==> config.mk <==
export PLATFORM = sky130hd
export DESIGN_NAME = nibble_serial_adder
export DESIGN_NICKNAME = d
export VERILOG_FILES = /design/src/rtl/nibble_serial_adder.sv
export SDC_FILE = /design/constraint.sdc
export NUM_CORES = 1
export LEC_CHECK = 0
export CORE_MARGIN = 5
export CORE_UTILIZATION = 52
export DETAILED_ROUTE_END_ITERATION = 8
export PLACE_DENSITY = 0.77
export SYNTH_ARGS = -nofsm -noshare
export SYNTH_HDL_FRONTEND = slang
export SYNTH_HIERARCHICAL = 1
export SYNTH_SLANG_ARGS = --single-unit
==> constraint.sdc <==
create_clock -name i_clk -period 2.5 [get_ports i_clk]
set_input_delay 0.25 -clock i_clk [delete_from_list [all_inputs] [get_ports i_clk]]
set_output_delay 0.25 -clock i_clk [all_outputs]
set_load 0.02 [all_outputs]
==> src/rtl/nibble_serial_adder.sv <==
// Wide adder that reuses one 4-bit ripple-carry adder across NIBBLES clock cycles.
// The carry between slices is held in a register, and the final result is presented with a one-cycle done pulse.

module rca4 (
  input  logic [3:0] i_a,
  input  logic [3:0] i_b,
  input  logic       i_cin,
  output logic [3:0] o_sum,
  output logic       o_carry
);
  logic [4:0] w_c;

  assign w_c[0] = i_cin;

  generate
    for (genvar gi = 0; gi < 4; gi++) begin : g_fa
      assign o_sum[gi]  = i_a[gi] ^ i_b[gi] ^ w_c[gi];
      assign w_c[gi+1]  = (i_a[gi] & i_b[gi]) | (w_c[gi] & (i_a[gi] ^ i_b[gi]));
    end
  endgenerate

  assign o_carry = w_c[4];
endmodule

module nibble_serial_adder #(
  parameter int NIBBLES = 4
) (
  input  logic                 i_clk,
  input  logic                 i_rst_n,
  input  logic                 i_start,
  input  logic [4*NIBBLES-1:0] i_a,
  input  logic [4*NIBBLES-1:0] i_b,
  input  logic                 i_cin,
  output logic                 o_busy,
  output logic                 o_done,
  output logic [4*NIBBLES-1:0] o_sum,
  output logic                 o_cout
);
  localparam int W  = 4 * NIBBLES;
  localparam int CW = 5;
  localparam logic [CW-1:0] LAST = CW'(NIBBLES - 1);

  typedef enum logic {S_IDLE, S_RUN} state_t;

  state_t        r_state;
  state_t        w_state_next;
  logic [W-1:0]  r_a_sh;
  logic [W-1:0]  r_b_sh;
  logic [W-1:0]  r_psum;
  logic          r_carry;
  logic [CW-1:0] r_cnt;
  logic [W-1:0]  r_sum;
  logic          r_cout;
  logic          r_done;

  logic          w_busy;
  logic          w_accept;
  logic          w_last;
  logic [3:0]    w_rca_sum;
  logic          w_rca_cout;
  logic [W-1:0]  w_psum_next;

  rca4 u_rca (
    .i_a     (r_a_sh[3:0]),
    .i_b     (r_b_sh[3:0]),
    .i_cin   (r_carry),
    .o_sum   (w_rca_sum),
    .o_carry (w_rca_cout)
  );

  // The new nibble enters at the top, so after NIBBLES shifts slice 0 lands in bits [3:0].
  assign w_psum_next = (r_psum >> 4) | (W'(w_rca_sum) << (W - 4));

  always_ff @(posedge i_clk or negedge i_rst_n) begin
    if (!i_rst_n) r_state <= S_IDLE;
    else          r_state <= w_state_next;
  end

  always_comb begin
    w_state_next = r_state;
    case (r_state)
      S_IDLE:  if (i_start) w_state_next = S_RUN;
      S_RUN:   if (w_last)  w_state_next = S_IDLE;
      default: w_state_next = S_IDLE;
    endcase
  end

  always_comb begin
    w_busy   = (r_state == S_RUN);
    w_accept = (r_state == S_IDLE) && i_start;
    w_last   = w_busy && (r_cnt == LAST);
  end

  always_ff @(posedge i_clk or negedge i_rst_n) begin
    if (!i_rst_n) begin
      r_a_sh  <= '0;
      r_b_sh  <= '0;
      r_psum  <= '0;
      r_carry <= 1'b0;
      r_cnt   <= '0;
      r_sum   <= '0;
      r_cout  <= 1'b0;
      r_done  <= 1'b0;
    end else begin
      r_done <= w_last;
      if (w_accept) begin
        r_a_sh  <= i_a;
        r_b_sh  <= i_b;
        r_carry <= i_cin;
        r_cnt   <= '0;
      end else if (w_busy) begin
        r_a_sh  <= r_a_sh >> 4;
        r_b_sh  <= r_b_sh >> 4;
        r_psum  <= w_psum_next;
        r_carry <= w_rca_cout;
        r_cnt   <= r_cnt + 1'b1;
        if (w_last) begin
          r_sum  <= w_psum_next;
          r_cout <= w_rca_cout;
        end
      end
    end
  end

  assign o_busy = w_busy;
  assign o_done = r_done;
  assign o_sum  = r_sum;
  assign o_cout = r_cout;
endmodule

==> impl_metrics.ini <==
[pwr]
total_power_mw = 4.11
ir_drop_mv = 0.554
p_per_area_mw_per_mm2 = 1080
total_leakage_power_nw = 1.83

[floorplan]
dieArea_mm2 = 0.00740
num_rows = 27
core_mm2 = 0.00557
io_pins = 55
initial_core_util = 0.539
fp.dieH_um = 86.0
die_w_um = 86.0

[synthesis]
avgSynthCellArea_um2 = 12.9
synth_warnings = 6
synth.area.top_cells = dfrtp_1 57%, mux2i_1 11%, mux2_2 7.9%
synth_top_area_frac = 0.575
syn-num-nets = 274
ys_types = 21
synth_area_mm2 = 0.00300
syn_inst = 233
synth_area_leader_cell = dfrtp_1
ys_ff_latch = 69
ys_seq_area_frac = 0.575

[route]
avgRoutedWirePerCell_um = 14.6
vias_per_cell = 5.06
drt_wl_total_um = 5340
antenna_left = 0
drt_iter0_drc = 97
drc = 0
dr_total_vias = 1856
dr.pass1.iters = 4

[sta]
worst_pin_slew_ns = 0.750
rsz0062_at_grt = no
max_freq_mhz = 453
slew_viol_final = 0
post-route-min-period_ns = 2.21
slew_headroom = 0.500
hold_slack_ns = 0.471
finalHoldViolCount = 0
timing.final.crit_share = 0.883
setup_tns_ns = 0
fin_skew_ns = 0.00745
setup_viol = 0

[cells_and_area]
final_common_cell = dfrtp_1
fillers = 452
antenna_cells = 0
final_nets = 331
syn2layout_area_growth_pct = 26.9
drive_gt1_frac = 0.186
final_cell_mix = 68 x dfrtp_1, 52 x clkdlybuf4s50_1, 33 x mux2i_1
regArea_mm2 = 0.00173
multi_input_area_mm2 = 0.00116

[placement]
hpwl_um = 3780
port_buffers = 54
gp_congestion = 0.716

[cts]
cts_tree = built
clkTransAtPathRegs_ns = 0.07
cts_sinks = 69
hold_buffers = 1
clock_latency_ns = 0.33
cts.root.buffer_cell = clkbuf_8
numCtsBuffers = 9
cts_htree_levels = 3
post_cts_buffers = 0
cts-resized-gates = 0
cts_max_path_buffers = 2

[job]
maxCapViolations = 0

[critical_path]
cp-end-kind = flip-flop
crit_path_start = r_a_sh[0]
cp_max_fo = 2
crit_required_ns = 2.77
arrival_ns = 2.48
cp-start-kind = flip-flop
r2r_setup_slack_ns = 0.29
worstReg2RegStart = r_a_sh[0]
criticalPathCategory = flip-flop to flip-flop

[global_routing]
grt_start_max_net_pins = 63
antenna_found_initial = 0
grt_pass1_vias = 1933
grt_pass1_wl_um = 9270
overflow = 0
grt_use_total = 0.160

[run_status]
status = finished clean

[worst_hold_path]
hp-class = primary input to flip-flop
min_from = i_start
==> final cells by class <==
class	count	area share
sequential	69	0.453
inverter	11	0.0108
clock inverter	3	0.0112
clock buffer	13	0.0443
timing repair buffer	59	0.153
multi-input combinational	140	0.304
tap	72	0.0236
==> critical path: stages (launching register included) <==
cell	delay (ns)
dfrtp_1	0.39
fa_1	0.42
inv_1	0.08
fa_1	0.16
inv_1	0.05
fa_1	0.35
inv_1	0.08
fa_1	0.40
inv_1	0.08
mux2_2	0.14
==> metrics by stage <==
step,cells,worst slack (ns),instance area [um2],utilization
2_1_floorplan,233,0.406,3000,-
3_3_place_gp,350,0.348,3590,0.644
3_5_place_dp,350,0.288,3590,0.644
4_1_cts,367,0.276,3810,0.684
5_1_grt,367,0.138,3810,0.684
6_report,367,0.292,3810,0.684
==> power by group <==
| part | total [mW] | switching, mW | internal, mW |
|---|---|---|---|
| clock | 0.933 | 0.392 | 0.541 |
| combinational | 1.37 | 0.603 | 0.771 |
| sequential | 1.81 | 0.286 | 1.52 |
| total | 4.11 | 1.28 | 2.83 |
==> sequential cells by signal, indices dropped and copies added (netlist names) <==
name     flops
o_sum       16
r_a_sh      16
r_b_sh      16
r_psum      12
r_cnt        5
o_busy       1
o_cout       1
o_done       1
r_carry      1
==> per-layer routing <==
| metal | track usage | share of wire | vias up |
|---|---|---|---|
| li1 | - | - | 906 |
| met1 | 0.210 | 0.44 | 892 |
| met2 | 0.249 | 0.47 | 49 |
| met3 | 0.0423 | 0.066 | 9 |
| met4 | 0.0691 | 0.018 | 0 |
| met5 | 0 | 0 | - |
==> cell families after synthesis <==
| family | count (synthesis) | share of synthesized area |
|---|---|---|
| compound gates | 29 | 0.0533 |
| xor+xnor | 3 | 0.00875 |
| fa+ha+maj | 5 | 0.0308 |
| buf+inv | 24 | 0.0391 |
| flops | 69 | 0.575 |
| mux | 63 | 0.234 |
| simple gates | 40 | 0.0596 |
==> path summary, 6_finish.rpt <==
check,endpoint,depth (start not counted)
min in group asynchronous,o_sum[10],2
hold / removal,r_a_sh[12],3
setup reg to reg,o_sum[15],9
setup / recovery,o_sum[15],9
hold reg to reg,r_a_sh[1],2
max in group asynchronous,r_b_sh[6],3
==> cells in the mapped netlist (all sizes together) <==
cell type and count:
mux2 30, dfrtp 69, xor2 1, nor2b 1
nand2 25, nand3 3, xnor2 2, o21ai 25
clkbuf 2, buf 11, ha 1, a22o 4
inv 11, nor2 11, mux2i 33, fa 4
Power figures use the tool's default switching activity.
